$ cat config.mk
export PLATFORM = sky130hd
export DESIGN_NAME = spi_slave_pkt_flat
export DESIGN_NICKNAME = d
export VERILOG_FILES = /design/src/rtl/spi_slave_pkt_if.sv /design/src/rtl/spi_slave_pkt.sv /design/src/flat_wrapper.sv
export SDC_FILE = /design/constraint.sdc
export NUM_CORES = 1
export LEC_CHECK = 0
export CORE_ASPECT_RATIO = 0.6
export CORE_UTILIZATION = 35
export CTS_CLUSTER_SIZE = 16
export DETAILED_ROUTE_END_ITERATION = 8
export SLEW_MARGIN = 0
export SYNTH_ARGS = -nofsm -noshare
export SYNTH_HDL_FRONTEND = slang
export SYNTH_SLANG_ARGS = --single-unit
$ cat constraint.sdc
create_clock -name clk -period 4.9 [get_ports clk]
set_input_delay 0.98 -clock clk [delete_from_list [all_inputs] [get_ports clk]]
set_output_delay 0.98 -clock clk [all_outputs]
set_load 0.03 [all_outputs]
$ cat src/rtl/spi_slave_pkt_if.sv
`default_nettype none
// ============================================================================
// Module      : spi_slave_pkt_if
// Description : Bundle of the SPI pins and RAM-side handshake signals used by
//               spi_slave_pkt.
//               slave  modport : the SPI slave's view (DUT side)
//               master modport : the SPI master / RAM view (driver side)
//   SS_n      master->slave  slave select, active-low
//   MOSI      master->slave  serial data in, MSB first
//   tx_data   RAM->slave     read data, DATA_W bits
//   tx_valid  RAM->slave     tx_data valid
//   MISO      slave->master  serial data out, MSB first
//   rx_data   slave->RAM     {cmd[1:0], payload}
//   rx_valid  slave->RAM     one-cycle strobe, rx_data complete
//   busy      slave->master  frame in progress
//   err       slave->master  one-cycle error strobe
//   err_code  slave->master  01 abort, 10 illegal read, 11 tx timeout
// Revision    : 1.0 - initial release
// ============================================================================
interface spi_slave_pkt_if #(
    parameter int DATA_W = 8
);
    logic              SS_n;
    logic              MOSI;
    logic [DATA_W-1:0] tx_data;
    logic              tx_valid;
    logic              MISO;
    logic [DATA_W+1:0] rx_data;
    logic              rx_valid;
    logic              busy;
    logic              err;
    logic [1:0]        err_code;

    modport slave (
        input  SS_n, MOSI, tx_data, tx_valid,
        output MISO, rx_data, rx_valid, busy, err, err_code
    );

    modport master (
        output SS_n, MOSI, tx_data, tx_valid,
        input  MISO, rx_data, rx_valid, busy, err, err_code
    );
endinterface
`default_nettype wire

$ cat src/rtl/spi_slave_pkt.sv
`default_nettype none
// ============================================================================
// Module      : spi_slave_pkt
// Description : SPI slave for the SPI->RAM path, single system clock.
//               MOSI is sampled every clk while SS_n is low and deserialised
//               into {cmd[1:0], payload}. Read-data frames (cmd 11 after a
//               cmd 10 address frame) stream RAM data back on MISO, MSB
//               first. Detects aborted frames, illegal reads and tx_valid
//               timeouts.
// Ports       : clk    - system clock, posedge
//               rst    - synchronous reset, active-high
//               io_spi - spi_slave_pkt_if.slave (SPI pins + RAM handshake)
// Parameters  : DATA_W     - payload bits per frame
//               TX_TIMEOUT - max cycles waiting for tx_valid, 0 = forever
// Revision    : 1.0 - initial release
// ============================================================================
module spi_slave_pkt #(
    parameter int DATA_W     = 8,
    parameter int TX_TIMEOUT = 32
) (
    input  wire logic          clk,
    input  wire logic          rst,
    spi_slave_pkt_if.slave     io_spi
);

    localparam int c_WORD_W = DATA_W + 2;
    localparam int c_CNT_W  = $clog2(DATA_W + 2);
    localparam int c_TO_W   = (TX_TIMEOUT > 1) ? $clog2(TX_TIMEOUT + 1) : 1;

    localparam logic [c_CNT_W-1:0] c_LAST_RX  = c_CNT_W'(DATA_W + 1);
    localparam logic [c_CNT_W-1:0] c_LAST_TX  = c_CNT_W'(DATA_W - 1);
    localparam logic [c_TO_W-1:0]  c_TO_LIMIT = c_TO_W'(TX_TIMEOUT);

    localparam logic [1:0] c_ERR_ABORT   = 2'b01;
    localparam logic [1:0] c_ERR_ILLEGAL = 2'b10;
    localparam logic [1:0] c_ERR_TIMEOUT = 2'b11;

    localparam logic [1:0] c_CMD_READ = 2'b11;
    localparam logic [1:0] c_CMD_ADDR = 2'b10;

    typedef enum logic [2:0] {
        S_IDLE    = 3'd0,
        S_RX      = 3'd1,
        S_WAIT_TX = 3'd2,
        S_TX      = 3'd3,
        S_DONE    = 3'd4
    } state_t;

    state_t                r_state;
    logic [c_CNT_W-1:0]    r_cnt;
    logic [c_TO_W-1:0]     r_to_cnt;
    logic [c_WORD_W-2:0]   r_rx_sh;
    logic [DATA_W-1:0]     r_tx_sh;
    logic                  r_rd_addr;
    logic                  r_miso;
    logic [c_WORD_W-1:0]   r_rx_data;
    logic                  r_rx_valid;
    logic                  r_busy;
    logic                  r_err;
    logic [1:0]            r_err_code;

    // Word as it stands including the bit being sampled this edge; on the
    // final RX edge this is the complete frame.
    logic [c_WORD_W-1:0]   w_word;
    logic [1:0]            w_cmd;
    logic [c_TO_W-1:0]     w_to_next;

    assign w_word    = {r_rx_sh, io_spi.MOSI};
    assign w_cmd     = w_word[c_WORD_W-1 -: 2];
    assign w_to_next = r_to_cnt + 1'b1;

    always_ff @(posedge clk) begin
        if (rst) begin
            r_state    <= S_IDLE;
            r_cnt      <= '0;
            r_to_cnt   <= '0;
            r_rx_sh    <= '0;
            r_tx_sh    <= '0;
            r_rd_addr  <= 1'b0;
            r_miso     <= 1'b0;
            r_rx_data  <= '0;
            r_rx_valid <= 1'b0;
            r_busy     <= 1'b0;
            r_err      <= 1'b0;
            r_err_code <= 2'b00;
        end else begin
            r_rx_valid <= 1'b0;
            r_err      <= 1'b0;

            // Deselect wins over everything, including the final RX edge.
            // rd_addr is deliberately kept so an aborted read can be retried.
            if ((r_state != S_IDLE) && io_spi.SS_n) begin
                r_state  <= S_IDLE;
                r_busy   <= 1'b0;
                r_cnt    <= '0;
                r_to_cnt <= '0;
                r_miso   <= 1'b0;
                if (r_state != S_DONE) begin
                    r_err      <= 1'b1;
                    r_err_code <= c_ERR_ABORT;
                end
            end else begin
                case (r_state)
                    S_IDLE: begin
                        if (!io_spi.SS_n) begin
                            r_state <= S_RX;
                            r_busy  <= 1'b1;
                            r_cnt   <= '0;
                        end
                    end

                    S_RX: begin
                        r_rx_sh <= w_word[c_WORD_W-2:0];
                        if (r_cnt == c_LAST_RX) begin
                            r_rx_data <= w_word;
                            r_cnt     <= '0;
                            if (w_cmd == c_CMD_READ) begin
                                if (r_rd_addr) begin
                                    r_rx_valid <= 1'b1;
                                    r_to_cnt   <= '0;
                                    r_state    <= S_WAIT_TX;
                                end else begin
                                    // Read data requested with no address latched.
                                    r_err      <= 1'b1;
                                    r_err_code <= c_ERR_ILLEGAL;
                                    r_state    <= S_DONE;
                                end
                            end else begin
                                r_rx_valid <= 1'b1;
                                if (w_cmd == c_CMD_ADDR) begin
                                    r_rd_addr <= 1'b1;
                                end
                                r_state <= S_DONE;
                            end
                        end else begin
                            r_cnt <= r_cnt + 1'b1;
                        end
                    end

                    S_WAIT_TX: begin
                        r_to_cnt <= w_to_next;
                        // tx_valid is checked first so it wins a tie with
                        // the timeout.
                        if (io_spi.tx_valid) begin
                            r_tx_sh <= io_spi.tx_data;
                            r_miso  <= io_spi.tx_data[DATA_W-1];
                            r_cnt   <= '0;
                            r_state <= S_TX;
                        end else if ((TX_TIMEOUT != 0) && (w_to_next == c_TO_LIMIT)) begin
                            r_err      <= 1'b1;
                            r_err_code <= c_ERR_TIMEOUT;
                            r_state    <= S_DONE;
                        end
                    end

                    S_TX: begin
                        // r_cnt is the index of the bit currently on MISO.
                        if (r_cnt == c_LAST_TX) begin
                            r_miso    <= 1'b0;
                            r_rd_addr <= 1'b0;
                            r_cnt     <= '0;
                            r_state   <= S_DONE;
                        end else begin
                            r_cnt   <= r_cnt + 1'b1;
                            r_miso  <= r_tx_sh[DATA_W-2];
                            r_tx_sh <= r_tx_sh << 1;
                        end
                    end

                    S_DONE: begin
                        r_miso <= 1'b0;
                    end

                    default: begin
                        r_state <= S_IDLE;
                        r_busy  <= 1'b0;
                        r_miso  <= 1'b0;
                    end
                endcase
            end
        end
    end

    assign io_spi.MISO     = r_miso;
    assign io_spi.rx_data  = r_rx_data;
    assign io_spi.rx_valid = r_rx_valid;
    assign io_spi.busy     = r_busy;
    assign io_spi.err      = r_err;
    assign io_spi.err_code = r_err_code;

endmodule
`default_nettype wire

$ cat src/flat_wrapper.sv
// flat-port wrapper written by rule: the top's interface ports become plain ports
module spi_slave_pkt_flat 
#(
    parameter int DATA_W     = 8,
    parameter int TX_TIMEOUT = 32
)
  (clk, rst, io_spi_SS_n, io_spi_MOSI, io_spi_tx_data, io_spi_tx_valid, io_spi_MISO, io_spi_rx_data, io_spi_rx_valid, io_spi_busy, io_spi_err, io_spi_err_code);
  spi_slave_pkt_if #(.DATA_W(DATA_W)) io_spi_i ();
  input  wire logic clk;
  input  wire logic rst;
  input wire logic [$bits(io_spi_i.SS_n)-1:0] io_spi_SS_n;
  input wire logic [$bits(io_spi_i.MOSI)-1:0] io_spi_MOSI;
  input wire logic [$bits(io_spi_i.tx_data)-1:0] io_spi_tx_data;
  input wire logic [$bits(io_spi_i.tx_valid)-1:0] io_spi_tx_valid;
  output wire logic [$bits(io_spi_i.MISO)-1:0] io_spi_MISO;
  output wire logic [$bits(io_spi_i.rx_data)-1:0] io_spi_rx_data;
  output wire logic [$bits(io_spi_i.rx_valid)-1:0] io_spi_rx_valid;
  output wire logic [$bits(io_spi_i.busy)-1:0] io_spi_busy;
  output wire logic [$bits(io_spi_i.err)-1:0] io_spi_err;
  output wire logic [$bits(io_spi_i.err_code)-1:0] io_spi_err_code;
  assign io_spi_i.SS_n = io_spi_SS_n;
  assign io_spi_i.MOSI = io_spi_MOSI;
  assign io_spi_i.tx_data = io_spi_tx_data;
  assign io_spi_i.tx_valid = io_spi_tx_valid;
  assign io_spi_MISO = io_spi_i.MISO;
  assign io_spi_rx_data = io_spi_i.rx_data;
  assign io_spi_rx_valid = io_spi_i.rx_valid;
  assign io_spi_busy = io_spi_i.busy;
  assign io_spi_err = io_spi_i.err;
  assign io_spi_err_code = io_spi_i.err_code;
  spi_slave_pkt #(.DATA_W(DATA_W), .TX_TIMEOUT(TX_TIMEOUT)) u_core (.clk(clk), .rst(rst), .io_spi(io_spi_i));
endmodule
==> summary.md <==
| Metric | Value |
|---|---|
| Status | `complete, no violations` |
| Final cycle utilization of the critical path | `57.74%` |
| N_diodes | `0` |
| Top cells by count, synth | `nand2_1, dfxtp_1, a21oi_1, nor2_1, nand3_1` |
| Psw | `0.2007 mW` |
| Sum Neg Setup Slack | `0 ps` |
| Die W | `104.2 microns` |
| Layout fillers | `586` |
| Kind of critical path | `input pin to flop` |
| Flop-to-flop setup slack | `2740 ps` |
| Die height | `63.34 microns` |
| Layout Area Growth over Synthesis | `17.73%` |
| Clock share of power | `34.1%` |
| CTS root buffer | `clkbuf_8` |
| Top delay family on crit path | `simple AND/OR/NAND/NOR gates` |
| Peak Freq | `353.4 MHz` |
| WL/cell | `~13 microns` |
| CTS resizes | `0` |
| Yosys top cell area share | `41.96%` |
| Met3 usage | `4.037%` |
| Hold WC Path Type | `flop to flop` |
| Worst path arrival time | `3040 ps` |
| Synth unique cells | `50` |
| Final min period | `2829 ps` |
| Routed Antenna Nets | `0` |
| Max_slew headroom | `about 39%` |
| Pwr/cell area | `277.7 mW/mm^2` |
| Gate Count Post-Synth | `266` |
| DR vias/cell | `5.136` |
| WP buf/inv | `1` |
| Initial antenna violation count | `0` |
| Vias in the first global route | `between 1500 and 2000` |
| Global route overflow | `0` |
| Crit Path Max Fanout | `12` |
| Pre-CTS setup slack | `between 1500 and 2000 ps` |
| Drt first pass iters | `4` |
| Port Buffer Count | `28` |
| Syn_nets | `282` |
| Max clock buf depth | `2` |
| Pins over their slew limit | `0` |
| Design area | `around 0.0026 sq mm` |
| Syn. warnings | `0` |
| First-pass GRT wire length | `8266 microns` |
| Crit-path max cell delay | `660 ps` |
| Synth async-reset ratio | `0%` |
| 1st-iter DRT viols | `107` |
| Final hold violations | `0` |
| Total Routed Length | `~4900 microns` |
| LEAKAGE | `0.8292 nW` |
| Vias | `1885` |
| Gp weighted congestion | `between 0.7 and 0.8` |
| Area of the multi-input gates | `0.001167 sq mm` |
| # DRC | `0` |
| Main synth FF type | `dfxtp_1` |
| CTS Buf Count | `5` |
| H-Tree Depth | `2` |
| Maximum VDD drop | `0.1174 mV` |
| Max_cap viols | `0` |
| Ports | `29` |
| Post-synthesis area per instance | `8.250 sq um` |
| Met2 GRT Util | `20.67%` |
| Seq cells post-synth | `46` |
| Sw Share | `27.97%` |
| Gr usage total | `around 16%` |
| RSZ-0062 raised after global routing | `false` |
| Post-cts hold buffer count | `0` |
| Worst Path Required | `between 5000 and 6000 ps` |
| Grt met1 use | `between 20% and 30%` |
| Critical Path End Type | `flop` |
| Share of total power in sequential cells | `54.6%` |
| Clock Sink Count | `46` |
| Part of the power in combinational logic | `11.3%` |
| DP Wirelength | `between 3000 and 4000 microns` |
| # rows | `21` |
| Int Pwr | `0.5169 mW` |
| DP Area | `0.002491 sq mm` |
| Largest net degree at the start of global routing | `36` |
| Synth top area cells | `dfxtp_1, nand2_1, a21oi_1, nor2_1, nand3_1` |
| Clock latency on the worst-skew pair | `310 ps` |
| Most common cell in the netlist | `nand2_1` |
| Cell Area, Synth | `0.002195 sq mm` |
| Startpoint Class | `input pin` |
| Die ar. | `0.006601 sq mm` |
| Reg area | `920.9 sq um` |
| Synth area leader | `dfxtp_1` |
| Post-synth EDFFs | `0` |
| Pwr Total | `just over 0.7 mW` |
| Number of setup buffers added after CTS | `0` |
| Share of cells above drive strength 1 | `6.969%` |
| CORE AREA | `~0.0058 sq mm` |
| Crit-path cells | `clkdlybuf4s50_1 -> nor2_2 -> nand3b_2 -> nor2_1 -> a21oi_1 -> o21a_1` |
| Post-route setup slack | `2071 ps` |
| Register area share after synthesis | `41.96%` |
| Endpoints failing setup | `0` |
| Initial core utilization | `between 30% and 40%` |
| CTS tree | `done` |
| Layout Skew | `8.836 ps` |
| NumNets Final | `302` |
| Worst slew pin tran | `920.7 ps` |
| GR peak layer | `met1` |
| Reg clk slew, reported paths | `100 ps` |
| CP max stage cell | `clkdlybuf4s50_1` |
## registers in the layout, indices dropped and copies added, names as in the netlist
name                    count
u_core.io_spi.rx_valid      1
u_core.r_state              3
u_core.r_to_cnt             6
u_core.io_spi.err_code      2
u_core.r_cnt                4
u_core.io_spi.MISO          1
u_core.io_spi.err           1
u_core.r_rd_addr            1
u_core.io_spi.busy          1
u_core.r_tx_sh              7
u_core.r_rx_sh              9
u_core.io_spi.rx_data      10
## kinds of logic (layout without fill, tap and decap cells)
kind of cell / Yosys count / after routing / synth area share, %
and+or+nand+nor: 123 / 123 / 27.88
AOI/OAI and AO/OA: 70 / 70 / 21.78
DFF: 46 / 46 / 41.96
buffers and inverters: 20 / 41 / 4.846
muxes: 4 / 4 / 1.824
adders and majority gates: 3 / 3 / 1.711
## power by group through the flow
stage	logic [mW]	clock network (mW)	registers, mW
3_3_place_gp	0.0801	0	0.400
5_1_grt	0.0885	0.267	0.394
3_5_place_dp	0.0810	0	0.400
4_1_cts	0.0814	0.251	0.392
2_1_floorplan	0.0572	0	0.400
6_report	0.0811	0.245	0.392
## area by class of cell
cell class	instances	share of cell area, %
clock buffer	5	2.663
clock inverter	3	0.9201
inverter	4	0.5811
multi-input combinational	200	45.18
sequential	46	35.64
tap	80	3.874
timing repair buffer	29	11.14
## cell usage in the layout, fill, tap and decap left out, drive strengths merged, types with 2 or more instances in the layout
cell type | synthesis | final
o21ai | 10 | 10
nand3 | 12 | 12
or2 | 2 | 2
clkbuf | 6 | 5
or3 | 2 | 2
clkdlybuf4s50 | 0 | 28
a21oi | 33 | 33
clkinvlp | 0 | 2
mux2i | 4 | 4
nor3 | 5 | 5
nor4b | 2 | 2
nand2 | 55 | 55
a31oi | 2 | 2
o311ai | 2 | 2
a22oi | 2 | 2
o31ai | 2 | 2
o21a | 3 | 3
and2b | 4 | 4
nand2b | 5 | 5
and2 | 2 | 2
dfxtp | 46 | 46
a211oi | 3 | 3
nor2 | 21 | 21
or3b | 2 | 2
ha | 3 | 3
nand3b | 4 | 4
inv | 4 | 5
a311oi | 8 | 8
and3 | 2 | 2
## per-stage QoR
step	std cells	hold slack (ps)	util [%]
2_1_floorplan	266	434.8	-
3_3_place_gp	359	446.0	42.90
3_5_place_dp	359	446.6	42.90
4_1_cts	367	459.2	44.49
5_1_grt	367	489.5	44.49
6_report	367	456.4	44.49
## path summary, 6_finish.rpt
check / startpoint / end / depth (start not counted)
setup / recovery: io_spi_SS_n / u_core.io_spi.err_code[0] / 6
setup reg to reg: u_core.r_state[1] / u_core.r_state[1] / 5
hold / removal: u_core.io_spi.rx_data[1] / u_core.io_spi.rx_data[1] / 2
hold reg to reg: u_core.io_spi.rx_data[1] / u_core.io_spi.rx_data[1] / 2
## tightest hold or removal path, stage by stage, from the launching register on
cell     delay [ps]
dfxtp_1         320
nand2_1          50
a21oi_1          50
## layer usage
metal  vias to the layer above  part of all wire [%]
met2                        40                    38
met4                         0                  0.91
met5                         -                     0
li1                        974                     -
met1                       866                    56
met3                         5                   5.2
Note: power is estimated with default switching activity, not from simulation.
